**src/rtl/wb_mem_arbiter_if.sv**
```systemverilog
// Wishbone bundle between the I/D masters, the arbiter and the shared line-wide memory port.
// slave modport: the arbiter's view (it serves the I and D masters and drives the memory port).
// master modport: the surrounding side (the masters' requests and the memory's response).
interface wb_mem_arbiter_if #(
  parameter int unsigned ADDR_W = 12,
  parameter int unsigned DATA_W = 128,
  parameter int unsigned SEL_W  = DATA_W / 8
);
  logic              i_cyc;
  logic              i_stb;
  logic              i_we;
  logic [ADDR_W-1:0] i_adr;
  logic [SEL_W-1:0]  i_sel;
  logic [DATA_W-1:0] i_dat_m;
  logic [DATA_W-1:0] i_dat_s;
  logic              i_ack;

  logic              d_cyc;
  logic              d_stb;
  logic              d_we;
  logic [ADDR_W-1:0] d_adr;
  logic [SEL_W-1:0]  d_sel;
  logic [DATA_W-1:0] d_dat_m;
  logic [DATA_W-1:0] d_dat_s;
  logic              d_ack;

  logic              m_cyc;
  logic              m_stb;
  logic              m_we;
  logic [ADDR_W-1:0] m_adr;
  logic [SEL_W-1:0]  m_sel;
  logic [DATA_W-1:0] m_dat_m;
  logic [DATA_W-1:0] m_dat_s;
  logic              m_ack;

  modport slave (
    input  i_cyc, i_stb, i_we, i_adr, i_sel, i_dat_m,
    output i_dat_s, i_ack,
    input  d_cyc, d_stb, d_we, d_adr, d_sel, d_dat_m,
    output d_dat_s, d_ack,
    output m_cyc, m_stb, m_we, m_adr, m_sel, m_dat_m,
    input  m_dat_s, m_ack
  );

  modport master (
    output i_cyc, i_stb, i_we, i_adr, i_sel, i_dat_m,
    input  i_dat_s, i_ack,
    output d_cyc, d_stb, d_we, d_adr, d_sel, d_dat_m,
    input  d_dat_s, d_ack,
    input  m_cyc, m_stb, m_we, m_adr, m_sel, m_dat_m,
    output m_dat_s, m_ack
  );
endinterface

```
**src/rtl/wb_mem_arbiter.sv**
```systemverilog
// Two-master wishbone arbiter for the shared 128-bit line memory port (ifetch I, data D).
// Registered grant FSM; the owner keeps the port until the slave acks or the owner drops cyc.
// On an ack, a pending request from the other master is granted with no idle gap.
// Build option ARB_ROUND_ROBIN_EN: idle ties go to the master not granted last (reset: D last,
// so the first tie goes to I). Without it, D always wins idle ties.
module wb_mem_arbiter #(
  parameter int unsigned ADDR_W = 12,
  parameter int unsigned DATA_W = 128,
  parameter int unsigned SEL_W  = DATA_W / 8
) (
  input  logic                 clk,
  input  logic                 rst_n,
  wb_mem_arbiter_if.slave      bus,
  output logic [1:0]           grant
);

  typedef enum logic [1:0] {StIdle, StBusyI, StBusyD} state_e;

  state_e state_q, state_d;

  logic i_req, d_req;
  assign i_req = bus.i_cyc & bus.i_stb;
  assign d_req = bus.d_cyc & bus.d_stb;

  logic              cyc_mux, stb_mux, we_mux, i_ack_mux, d_ack_mux;
  logic [ADDR_W-1:0] adr_mux;
  logic [SEL_W-1:0]  sel_mux;
  logic [DATA_W-1:0] dat_mux;

`ifdef ARB_ROUND_ROBIN_EN
  // 1: D was granted most recently
  logic last_d_q, last_d_d;

  // Remember the most recent owner for idle tie-breaking
  always_ff @(posedge clk or negedge rst_n) begin
    if (!rst_n) last_d_q <= 1'b1;
    else        last_d_q <= last_d_d;
  end
`endif

  // Grant state register
  always_ff @(posedge clk or negedge rst_n) begin
    if (!rst_n) state_q <= StIdle;
    else        state_q <= state_d;
  end

  // Next-state: arbitrate in idle, hand off or release on ack, release on abort
  always_comb begin
    state_d = state_q;
`ifdef ARB_ROUND_ROBIN_EN
    last_d_d = last_d_q;
`endif
    unique case (state_q)
      StIdle: begin
        if (i_req && d_req) begin
`ifdef ARB_ROUND_ROBIN_EN
          state_d = last_d_q ? StBusyI : StBusyD;
`else
          state_d = StBusyD;
`endif
        end else if (d_req) begin
          state_d = StBusyD;
        end else if (i_req) begin
          state_d = StBusyI;
        end
      end
      StBusyI: begin
        if (!bus.i_cyc)     state_d = StIdle;
        else if (bus.m_ack) state_d = d_req ? StBusyD : StIdle;
      end
      StBusyD: begin
        if (!bus.d_cyc)     state_d = StIdle;
        else if (bus.m_ack) state_d = i_req ? StBusyI : StIdle;
      end
      default: state_d = StIdle;
    endcase
`ifdef ARB_ROUND_ROBIN_EN
    if (state_d == StBusyI)      last_d_d = 1'b0;
    else if (state_d == StBusyD) last_d_d = 1'b1;
`endif
  end

  // Route the owner's live bus signals to the slave and the slave ack back to the owner
  always_comb begin
    cyc_mux   = 1'b0;
    stb_mux   = 1'b0;
    we_mux    = 1'b0;
    i_ack_mux = 1'b0;
    d_ack_mux = 1'b0;
    // Address/data are don't-care while idle; the I inputs are used then
    adr_mux   = bus.i_adr;
    sel_mux   = bus.i_sel;
    dat_mux   = bus.i_dat_m;
    unique case (state_q)
      StBusyI: begin
        cyc_mux   = bus.i_cyc;
        stb_mux   = bus.i_stb;
        we_mux    = bus.i_we;
        i_ack_mux = bus.m_ack;
      end
      StBusyD: begin
        cyc_mux   = bus.d_cyc;
        stb_mux   = bus.d_stb;
        we_mux    = bus.d_we;
        adr_mux   = bus.d_adr;
        sel_mux   = bus.d_sel;
        dat_mux   = bus.d_dat_m;
        d_ack_mux = bus.m_ack;
      end
      default: ;
    endcase
  end

  assign bus.m_cyc   = cyc_mux;
  assign bus.m_stb   = stb_mux;
  assign bus.m_we    = we_mux;
  assign bus.m_adr   = adr_mux;
  assign bus.m_sel   = sel_mux;
  assign bus.m_dat_m = dat_mux;
  assign bus.i_ack   = i_ack_mux;
  assign bus.d_ack   = d_ack_mux;

  // Read data fans out unqualified; only the ack marks it valid
  assign bus.i_dat_s = bus.m_dat_s;
  assign bus.d_dat_s = bus.m_dat_s;

  // Registered one-hot {D,I} owner
  assign grant = {state_q == StBusyD, state_q == StBusyI};

endmodule

```
**src/flat_wrapper.sv**
```systemverilog
// flat-port wrapper written by rule: the top's interface ports become plain ports
module wb_mem_arbiter_flat 
#(
  parameter int unsigned ADDR_W = 12,
  parameter int unsigned DATA_W = 128,
  parameter int unsigned SEL_W  = DATA_W / 8
)
  (clk, rst_n, grant, bus_i_cyc, bus_i_stb, bus_i_we, bus_i_adr, bus_i_sel, bus_i_dat_m, bus_i_dat_s, bus_i_ack, bus_d_cyc, bus_d_stb, bus_d_we, bus_d_adr, bus_d_sel, bus_d_dat_m, bus_d_dat_s, bus_d_ack, bus_m_cyc, bus_m_stb, bus_m_we, bus_m_adr, bus_m_sel, bus_m_dat_m, bus_m_dat_s, bus_m_ack);
  wb_mem_arbiter_if #(.ADDR_W(ADDR_W), .DATA_W(DATA_W), .SEL_W(SEL_W)) bus_i ();
  input  logic clk;
  input  logic rst_n;
  output logic [1:0] grant;
  input wire logic [$bits(bus_i.i_cyc)-1:0] bus_i_cyc;
  input wire logic [$bits(bus_i.i_stb)-1:0] bus_i_stb;
  input wire logic [$bits(bus_i.i_we)-1:0] bus_i_we;
  input wire logic [$bits(bus_i.i_adr)-1:0] bus_i_adr;
  input wire logic [$bits(bus_i.i_sel)-1:0] bus_i_sel;
  input wire logic [$bits(bus_i.i_dat_m)-1:0] bus_i_dat_m;
  output wire logic [$bits(bus_i.i_dat_s)-1:0] bus_i_dat_s;
  output wire logic [$bits(bus_i.i_ack)-1:0] bus_i_ack;
  input wire logic [$bits(bus_i.d_cyc)-1:0] bus_d_cyc;
  input wire logic [$bits(bus_i.d_stb)-1:0] bus_d_stb;
  input wire logic [$bits(bus_i.d_we)-1:0] bus_d_we;
  input wire logic [$bits(bus_i.d_adr)-1:0] bus_d_adr;
  input wire logic [$bits(bus_i.d_sel)-1:0] bus_d_sel;
  input wire logic [$bits(bus_i.d_dat_m)-1:0] bus_d_dat_m;
  output wire logic [$bits(bus_i.d_dat_s)-1:0] bus_d_dat_s;
  output wire logic [$bits(bus_i.d_ack)-1:0] bus_d_ack;
  output wire logic [$bits(bus_i.m_cyc)-1:0] bus_m_cyc;
  output wire logic [$bits(bus_i.m_stb)-1:0] bus_m_stb;
  output wire logic [$bits(bus_i.m_we)-1:0] bus_m_we;
  output wire logic [$bits(bus_i.m_adr)-1:0] bus_m_adr;
  output wire logic [$bits(bus_i.m_sel)-1:0] bus_m_sel;
  output wire logic [$bits(bus_i.m_dat_m)-1:0] bus_m_dat_m;
  input wire logic [$bits(bus_i.m_dat_s)-1:0] bus_m_dat_s;
  input wire logic [$bits(bus_i.m_ack)-1:0] bus_m_ack;
  assign bus_i.i_cyc = bus_i_cyc;
  assign bus_i.i_stb = bus_i_stb;
  assign bus_i.i_we = bus_i_we;
  assign bus_i.i_adr = bus_i_adr;
  assign bus_i.i_sel = bus_i_sel;
  assign bus_i.i_dat_m = bus_i_dat_m;
  assign bus_i_dat_s = bus_i.i_dat_s;
  assign bus_i_ack = bus_i.i_ack;
  assign bus_i.d_cyc = bus_d_cyc;
  assign bus_i.d_stb = bus_d_stb;
  assign bus_i.d_we = bus_d_we;
  assign bus_i.d_adr = bus_d_adr;
  assign bus_i.d_sel = bus_d_sel;
  assign bus_i.d_dat_m = bus_d_dat_m;
  assign bus_d_dat_s = bus_i.d_dat_s;
  assign bus_d_ack = bus_i.d_ack;
  assign bus_m_cyc = bus_i.m_cyc;
  assign bus_m_stb = bus_i.m_stb;
  assign bus_m_we = bus_i.m_we;
  assign bus_m_adr = bus_i.m_adr;
  assign bus_m_sel = bus_i.m_sel;
  assign bus_m_dat_m = bus_i.m_dat_m;
  assign bus_i.m_dat_s = bus_m_dat_s;
  assign bus_i.m_ack = bus_m_ack;
  wb_mem_arbiter #(.ADDR_W(ADDR_W), .DATA_W(DATA_W), .SEL_W(SEL_W)) u_core (.clk(clk), .rst_n(rst_n), .bus(bus_i), .grant(grant));
endmodule
```
**config.mk**
```make
export PLATFORM = sky130hd
export DESIGN_NAME = wb_mem_arbiter_flat
export DESIGN_NICKNAME = d
export VERILOG_FILES = /design/src/rtl/wb_mem_arbiter_if.sv /design/src/rtl/wb_mem_arbiter.sv /design/src/flat_wrapper.sv
export SDC_FILE = /design/constraint.sdc
export NUM_CORES = 1
export LEC_CHECK = 0
export CAP_MARGIN = 0
export CORE_AREA = 10 10 334 336
export CTS_CLUSTER_DIAMETER = 40
export CTS_CLUSTER_SIZE = 12
export DETAILED_ROUTE_END_ITERATION = 12
export DIE_AREA = 0 0 344 346
export PLACE_DENSITY = 0.34
export SLEW_MARGIN = 20
export SYNTH_ARGS = -nofsm -noshare
export SYNTH_HDL_FRONTEND = slang
export SYNTH_SLANG_ARGS = --single-unit
```
**constraint.sdc**
```tcl
create_clock -name clk -period 2.23 [get_ports clk]
set_input_delay 0.446 -clock clk [delete_from_list [all_inputs] [get_ports clk]]
set_output_delay 0.446 -clock clk [all_outputs]
set_load 0.01 [all_outputs]
```
======== Word level (Yosys, flattened, before mapping) ========
Index checks and enable logic that the tools add are counted.
operators by class
  equal/unequal tests ..................... 5
  multiplexer cells ....................... 18
  bitwise gates (word level) .............. 2
  reductions and logical operators ........ 3
operators with widths
  cell                  number
  $mux W128             1
  $mux W16              1
  $mux W2               8
  $mux W12              1
  $ne A3 B2 Y1 const B  2
  $pmux W1 S2           3
  $pmux W2 S3           1
  $ne A4 B1 Y1 const B  1
  $mux W1               3
  $reduce_and A3 Y1     1
  $and A1 B1 Y1         2
  $eq A2 B1 Y1 const B  1
  $eq A2 B2 Y1 const B  1
  $logic_not A2 Y1      1
  $logic_and A1 B1 Y1   1
storage, ports and cells
  bits in registers ....................... 2
  bits of input ports ..................... 449
  output and inout bits ................... 419
  word-level logic and storage cells ...... 29

======== Logic depth before layout (Yosys ltp) ========
Gate-level depths: netlist of run 1.
  depth in word-level cells ............... 5
  gate-level depth with buffers ........... 7

======== Worst setup path after synthesis of run 1 ========
No wires, ideal clock.
  kind .................................... reg2out
  from .................................... register u_core.state_q[0]
  to ...................................... output bus_m_dat_m[100]
  arrival ................................. 1474 ps
  required time ........................... 1784 ps
  setup slack ............................. 310 ps
  stages on the path, launching flop included .. 7
  cell sequence ........................... dfrtp_1 > inv_1 > ha_1 > buf_6 > buf_6 > buf_6 > mux2_4
on the way
  cells in the longest elaborated chain, start to end .. 2
ends and longest elaborated chain
  element                   line                  source
  start: declaration        wb_mem_arbiter.sv:19  state_e state_q, state_d;
  start signal: assignment  wb_mem_arbiter.sv:43  if (!rst_n) state_q <= StIdle;
  start signal: assignment  wb_mem_arbiter.sv:44  else state_q <= state_d;
  $eq A2 B2 Y1              n/a
  named net grant[1]        flat_wrapper.sv:12    output logic [1:0] grant;
  $mux W128                 wb_mem_arbiter.sv:94  unique case (state_q)
  end: declaration          flat_wrapper.sv:34    output wire logic [$bits(bus_i.m_dat_m)-1:0] bus_m_dat_m;
The timed path passes the listed nets, and every way through them passes these cells.

======== Final worst setup path of run 1 ========
  from .................................... register u_core.state_q[0]
  to ...................................... output bus_m_adr[4]
on the way
  cells in the longest elaborated chain, start to end .. 2
ends and longest elaborated chain
  element           line                  source
  $eq A2 B2 Y1      wb_mem_arbiter.sv:94
  $mux W12          wb_mem_arbiter.sv:94
  end: declaration  flat_wrapper.sv:32    output wire logic [$bits(bus_i.m_adr)-1:0] bus_m_adr;
Every way passes these cells.

==> results.ini, run 1 <==
[timing]
tightest_slew_ns=0.2295
setup_viol=61
clock.fmax_ghz=0.4291
slew-limit-headroom_pct=84.66
final_hold_viol_count=0
rsz0062_at_grt=yes
timing.final.crit_period_ns=2.331
tns_ns=-2.119
timing.final.crit_share_pct=104.5
fin_ws_ns=-0.1006
slew_violations=0
skew_ns=0.001699

[outcome]
violations=setup timing
outcome=finished with violations

[worst_setup_path]
crit_slowest_cell=dfrtp_1
crit_fanout=6
start_kind=register
cp-end-kind=output port
cp.arrival_ns=1.88
worst_ep_required_time_ns=1.78
crit_chain=inv_2, ha_4, buf_12, buf_12, buf_8, buf_8, buf_6, mux2_4, buf_6
path_class=register to output port
max_stage_delay_ns=0.36

[final_layout]
largest_reg_flops=2
drive_gt1_share_pct=52.43
fin_nets=1195
fillers=12190
largestRegisters=u_core.state_q x2
fin_util_pct=9.541
top_register=u_core.state_q
area_growth_pct=123.8
fin_cells=2133
multi_input_area_um2=2449
seq_area_um2=50.05

[power]
p_leak_nw=3.765
ir_drop_mv=0.2639
power_density_nw_per_um2=628.3

[clocking]
cts_tree=built
numClockSinks=2
clk_pin_slew_ns=0.03
clockBufferDepth=2
cts_hold_buf=0
clkLatencyLatePin_ns=0.22
h-tree-depth=1
cts_buffers=3
cts-root-buf=clkbuf_16

[route]
vias_per_cell=2.020
first_pass_iters=4
via_count=4308
drt_iter0_drc=86
antenna_left=0
drc=0
routed_wl_um=33050
routedWlPerCell_um=15.50

[synthesis]
yosysTopAreaCellShare_pct=43.17
synthTopCellsByCount=buf_4 (257), mux2_4 (99), mux2_2 (59), buf_6 (12), buf_2 (5)
ys.flop_type=dfrtp_1
synth_cells=456
syn-cell-area_um2=4469
synth_seq_cells=2
ys_warn_count=0
syn-num-nets=909
synthTopCellsByArea=buf_4 (43%), mux2_4 (33%), mux2_2 (15%)
synth_top_cell_by_area=buf_4
async_flop_share_pct=100.0
synth_cell_types=18
synth_most_common_cell=buf_4
avgSynthCellArea_um2=9.801
synth_edf_count=0
ys_seq_area_share_pct=1.120

[placed_design]
dp_hpwl_um=28120
placedCellCount=2088
port_buffers=483
place_congestion=0.7832

[grt]
antenna_found_initial=3
first_global_vias=5085
track_usage_pct=4.985
grt_max_degree=12
grt_pass1_wl_um=42480
grt-ovfl-total=0

[floorplanning]
io_pins=868
die_area_um2=119000
rows=119
core-area_um2=104800
die_w_um=344
dieHeight_um=346
initial_core_util_pct=4.264

[hold_path]
hold_path_class=input port to asynchronous set/reset pin

[run]
drv_cap=0

-- cell families after synthesis --
group	Yosys count	share of synthesized area, %
and+or+nand+nor	9	1.176
muxes	158	48.12
DFF	2	1.120
adders and majority gates	4	1.120
AOI/OAI and AO/OA	7	1.540
buffers and inverters	276	46.92
-- per-stage QoR --
step	cell area (µm²)	power [mW]	hold slack [ns]	worst slack, ns
after global placement	9325	5.145	0.6447	-0.2176
after global routing	9998	6.698	0.4175	-0.1806
final	10000	6.283	0.4134	-0.1006
after detailed placement	9325	5.107	0.6343	-0.2131
after floorplan	4469	2.809	0.1504	0.3104
after CTS	9821	6.239	0.4207	-0.1715
-- metal layers --
layer  wire (µm)  global-route usage (%)  up-vias
met5          49                  0.4900        -
met4          87                  0.4908        4
met3        6517                   4.125       14
met2       14080                   7.601      596
met1       12320                   5.422     1847
li1            -                       -     1847
-- path summary, 6_finish.rpt --
kind,startpoint,to,slack [ns],cells past startpoint
max reg2reg,u_core.state_q[0],u_core.state_q[1],0.21,10
min,rst_n,u_core.state_q[0],0.41,1
min in group clk,u_core.state_q[0],u_core.state_q[0],0.66,2
min reg2reg,u_core.state_q[0],u_core.state_q[0],0.66,2
max,u_core.state_q[0],bus_m_adr[4],-0.10,9
max in group asynchronous,rst_n,u_core.state_q[1],1.67,1
-- worst max-delay path, delay by kind of cell, from the launching register on --
kind / cells / cell delay [ns]
adder cells (fa/ha/maj): 1 / 0.18
flip-flops: 1 / 0.36
buffers and inverters: 7 / 0.84
multiplexers: 1 / 0.29
-- power by group --
part	internal, mW	total (mW)	switching, mW
registers	0.0541	0.0701	0.0160
clock network	0.228	0.264	0.0366
logic	3.71	5.95	2.24
total	3.99	6.28	2.29
-- layout make-up --
type                            instances  area share, %
Tap cell                             1391          17.40
Timing Repair Buffer                  555          56.74
Clock buffer                            3         0.7507
Antenna cell                            2        0.05004
Multi-Input combinational cell        178          24.48
Inverter                                2        0.07507
Sequential cell                         2         0.5004
-- what timing repair did --
| action | 4_1_cts | 5_1_grt |
|---|---|---|
| pin swaps | 2 | 1 |
| cloned | 7 | 1 |
| setup endpoints to repair | 163 | 107 |
| buffers inserted | 38 | 2 |
| gates resized for setup | 642 | 90 |
-- placed cells by master, fill, tap and decap left out --
master and instances:
nor2b_1 1, inv_1 1, buf_2 56, a22oi_4 1, ha_4 1, and2_1 2
dfrtp_1 2, ha_1 2, clkdlybuf4s50_1 320, mux2_4 124, buf_12 17, buf_4 26
nor2b_2 2, clkdlybuf4s15_1 11, clkdlybuf4s15_2 1, o22ai_2 1, buf_6 87, buf_16 10
buf_8 9, nand4_1 1, a22oi_2 2, nand2_1 1, dlymetal6s2s_1 1, ha_2 1
and2_4 1, a21bo_2 1, mux2_2 34, dlygate4sd2_1 7, a21oi_1 2, inv_2 1
diode_2 2, clkbuf_2 9, clkbuf_16 4, nor3_1 1
No activity file was read; power rests on OpenSTA's default activity.
==> run 2, diff against run 1 <==
MAX_ROUTING_LAYER = met4   (was unset)
==> results.ini, run 2 (synthesized netlist as in run 1, its figures left out) <==
[timing]
slew_violations=0
whs_ns=0.4136
timing.final.crit_share_pct=104.5
setup_viol=61
final_hold_viol_count=0
skew_ns=0.001699
rsz0062_at_grt=yes
slew-limit-headroom_pct=85.79
fin_ws_ns=-0.1005
timing.final.crit_period_ns=2.330
clock.fmax_ghz=0.4291
tightest_slew_ns=0.2125

[worst_setup_path]
start_kind=register
reg2reg_depth=10
crit_fanout=6
cp.arrival_ns=1.88
cp-end-kind=output port
path_class=register to output port
r2r-start=u_core.state_q[0]
worst_ep_required_time_ns=1.78
r2r_setup_slack_ns=0.21
rr_endpoint=u_core.state_q[1]

[power]
p_leak_nw=3.765
power_density_nw_per_um2=629.1
ir_drop_mv=0.2632

[route]
antenna_left=0
routedWlPerCell_um=15.48
drt_iter0_drc=85
drc=0
first_pass_iters=4
via_count=4318
vias_per_cell=2.023
routed_wl_um=33040

[hold_path]
hold_path_class=input port to asynchronous set/reset pin

[placed_design]
dp_hpwl_um=28120
place_congestion=0.7934
port_buffers=483

[grt]
first_global_vias=5137
grt_max_degree=12
antenna_found_initial=3
grt_pass1_wl_um=42100
track_usage_pct=5.121
grt-ovfl-total=0

[outcome]
violations=setup timing
outcome=finished with violations

[floorplanning]
initial_core_util_pct=4.264
io_pins=868
dieHeight_um=346
die_area_um2=119000
rows=119
core-area_um2=104800
die_w_um=344

[clocking]
clkLatencyLatePin_ns=0.22
cts_buffers=3
cts_tree=built
clk_pin_slew_ns=0.03
clockBufferDepth=2
h-tree-depth=1
numClockSinks=2
cts-root-buf=clkbuf_16

[final_layout]
layout_commonest_cell=clkdlybuf4s50_1
area_growth_pct=123.8
fin_nets=1195
top_register=u_core.state_q
drive_gt1_share_pct=52.43
fin_util_pct=9.543
largestRegisters=u_core.state_q x2
layout_common_cells=clkdlybuf4s50_1 (320), mux2_4 (124), buf_6 (87)
largest_reg_flops=2

[run]
drv_cap=0

[run 2: metrics by stage]
stage                     setup WS (ns)  area, µm²  setup TNS (ns)  total power [mW]  cells
after detailed placement        -0.2131       9325          -17.91             5.107   2088
after global placement          -0.2176       9325          -19.65             5.145   2088
after CTS                       -0.1715       9821          -6.608             6.239   2131
after global routing            -0.1806      10000          -6.814             6.695   2134
after floorplan                  0.3104       4469               0             2.809    456
final                           -0.1005      10000          -2.152             6.293   2134
[run 2: where the power goes]
part,internal [mW],switching [mW]
clock network,0.228,0.0366
registers,0.0541,0.0160
logic,3.71,2.25
total,3.99,2.30
[run 2: worst max-delay path by stage]
stage	slack (ns)	cells past startpoint	start	endpoint
floorplan	0.31	6	u_core.state_q[0]	bus_m_dat_m[100]
global placement	-0.22	6	u_core.state_q[0]	bus_m_dat_m[82]
detailed placement	-0.21	6	u_core.state_q[0]	bus_m_dat_m[82]
CTS	-0.17	9	u_core.state_q[0]	bus_m_adr[4]
global route	-0.18	9	u_core.state_q[0]	bus_m_adr[4]
finish	-0.10	9	u_core.state_q[0]	bus_m_adr[4]
[run 2: final cells by class]
cell class,count,area (µm²)
fillers,12180,94820
repair buffers,555,5674
multi-input cells,178,2449
well taps,1391,1740
clock buffers,3,75.07
flip-flops and latches,2,50.05
inverters,2,7.507
diodes,3,7.507
[run 2: worst max-delay path, cell delays in order, from the launching register on]
cell and delay (ns):
dfrtp_1 0.36, inv_2 0.06, ha_4 0.18, buf_12 0.15
buf_12 0.14, buf_8 0.13, buf_8 0.13, buf_6 0.11
mux2_4 0.29, buf_6 0.12
[run 2: metal layers]
metal,up-vias,share of wire (%),wire length [µm],GRT usage (%)
met4,0,0.26,87,0.4908
met1,1871,40,13130,5.836
met5,-,0,0,-
met3,10,17,5752,3.507
li1,1850,-,-,-
met2,587,43,14070,7.569
[run 2: repair_timing]
action	in CTS	in global routing
resized for setup	642	90
endpoints found under the hold margin	0	0
hold buffers	0	0
buffers inserted	38	2
setup endpoints to repair	163	107
cloned	7	1
pin swaps	2	1
==> run 3, diff against run 2 <==
CAP_MARGIN = 15   (was 0)
SKIP_LAST_GASP = 1   (was unset)
==> results.ini, run 3 (synthesized netlist as in run 1, its figures left out) <==
[outcome]
outcome=finished with violations
violations=setup timing

[timing]
final_hold_viol_count=0
slew-limit-headroom_pct=86.92
setup_viol=69
tightest_slew_ns=0.1956
tns_ns=-2.529
skew_ns=0.001699
clock.fmax_ghz=0.4287
rsz0062_at_grt=yes
timing.final.crit_period_ns=2.332
timing.final.crit_share_pct=104.6
fin_ws_ns=-0.1024
slew_violations=0

[route]
antenna_left=0
routedWlPerCell_um=15.43
drt_iter0_drc=100
vias_per_cell=2.025
routed_wl_um=33070
drc=0
first_pass_iters=4
via_count=4340

[worst_setup_path]
crit_slowest_cell=dfrtp_1
crit_buf_inv=7
path_class=register to output port
r2r_setup_slack_ns=0.22
crit_chain=inv_2, ha_4, buf_12, buf_12, buf_8, buf_8, buf_6, mux2_4, buf_6
cp.arrival_ns=1.89
rr_endpoint=u_core.state_q[1]
path_delay_family=buffers and inverters
max_stage_delay_ns=0.36
worst_ep_required_time_ns=1.78
reg2reg_depth=10
r2r-start=u_core.state_q[0]
start_kind=register
crit_fanout=6
cp-end-kind=output port

[final_layout]
fillers=12220
top_register=u_core.state_q
largest_reg_flops=2
drive_gt1_share_pct=53.14
area_growth_pct=121.9
layout_commonest_cell=clkdlybuf4s50_1
fin_cells=2143
fin_nets=1204
layout_common_cells=clkdlybuf4s50_1 (320), mux2_4 (116), buf_6 (72)
largestRegisters=u_core.state_q x2

[power]
total_power_mw=6.248
p_comb_share_pct=94.6
p_sw_share_pct=36.79
power_frac_clock_pct=4.2
p_int_mw=3.949
ir_drop_mv=0.2895
power_density_nw_per_um2=629.9
p_leak_nw=3.760
p_sw_mw=2.299
p_seq_share_pct=1.1

[floorplanning]
initial_core_util_pct=4.264
rows=119
dieHeight_um=346
die_w_um=344
die_area_um2=119000
io_pins=868
core-area_um2=104800

[run]
drv_cap=0

[placed_design]
port_buffers=483
dp_hpwl_um=28120
placedCellCount=2088
place_congestion=0.7934

[clocking]
cts_tree=built
h-tree-depth=1
numClockSinks=2
clk_pin_slew_ns=0.03
cts-root-buf=clkbuf_16
cts_buffers=3
clkLatencyLatePin_ns=0.22
clockBufferDepth=2

[grt]
busiest_layer=met2
antenna_found_initial=3
grt_max_degree=12
grt-ovfl-total=0
met2_usage_pct=7.532
use_met3_pct=3.551
grt_pass1_wl_um=42200
first_global_vias=5144
grtUsageMet1_pct=5.833
track_usage_pct=5.130

[hold_path]
hold_path_class=input port to asynchronous set/reset pin

## run 3: area by class of cell
class / instances / area (µm²) / share of cell area [%]
inverters: 2 / 7.507 / 0.07569
repair buffers: 564 / 5622 / 56.68
multi-input cells: 178 / 2416 / 24.36
well taps: 1391 / 1740 / 17.55
diodes: 3 / 7.507 / 0.07569
flip-flops and latches: 2 / 50.05 / 0.5046
clock buffers: 3 / 75.07 / 0.7569
## run 3: how the worst max path moves through the flow
stage                  endpoint               from  cells after the start
6_report           bus_m_adr[4]  u_core.state_q[0]                      9
3_3_place_gp    bus_m_dat_m[82]  u_core.state_q[0]                      6
2_1_floorplan  bus_m_dat_m[100]  u_core.state_q[0]                      6
4_1_cts        bus_m_dat_m[101]  u_core.state_q[0]                      7
3_5_place_dp    bus_m_dat_m[82]  u_core.state_q[0]                      6
5_1_grt            bus_m_adr[5]  u_core.state_q[0]                      9
## run 3: layer usage
metal,wire length (µm),part of all wire [%],vias to the layer above
met5,0,0,-
met4,225,0.68,0
met3,5810,18,16
met2,13980,42,591
met1,13050,39,1866
li1,-,-,1867
## run 3: power groups by stage
stage / registers (mW) / logic [mW] / clock network, mW
CTS: 0.0705 / 5.80 / 0.270
detailed placement: 0.0685 / 5.04 / 0
global placement: 0.0691 / 5.08 / 0
floorplan: 0.0678 / 2.74 / 0
finish: 0.0701 / 5.91 / 0.264
global route: 0.0713 / 6.30 / 0.276
## run 3: what timing repair did
action / in CTS / in global routing
resized for setup: 487 / 179
hold buffers: 0 / 0
setup endpoints to repair: 163 / 132
buffers inserted: 38 / 12
pin swaps: 2 / 1
gates cloned: 7 / 1
## run 3: stage by stage
step	utilization (%)	hold slack, ns	setup slack (ns)	cell area (µm²)
finish	9.462	0.4136	-0.1024	9918
global route	9.462	0.4175	-0.1846	9918
CTS	9.381	0.4207	-0.1757	9833
detailed placement	8.896	0.6343	-0.2131	9325
global placement	8.896	0.6447	-0.2176	9325
floorplan	-	0.1504	0.3104	4469
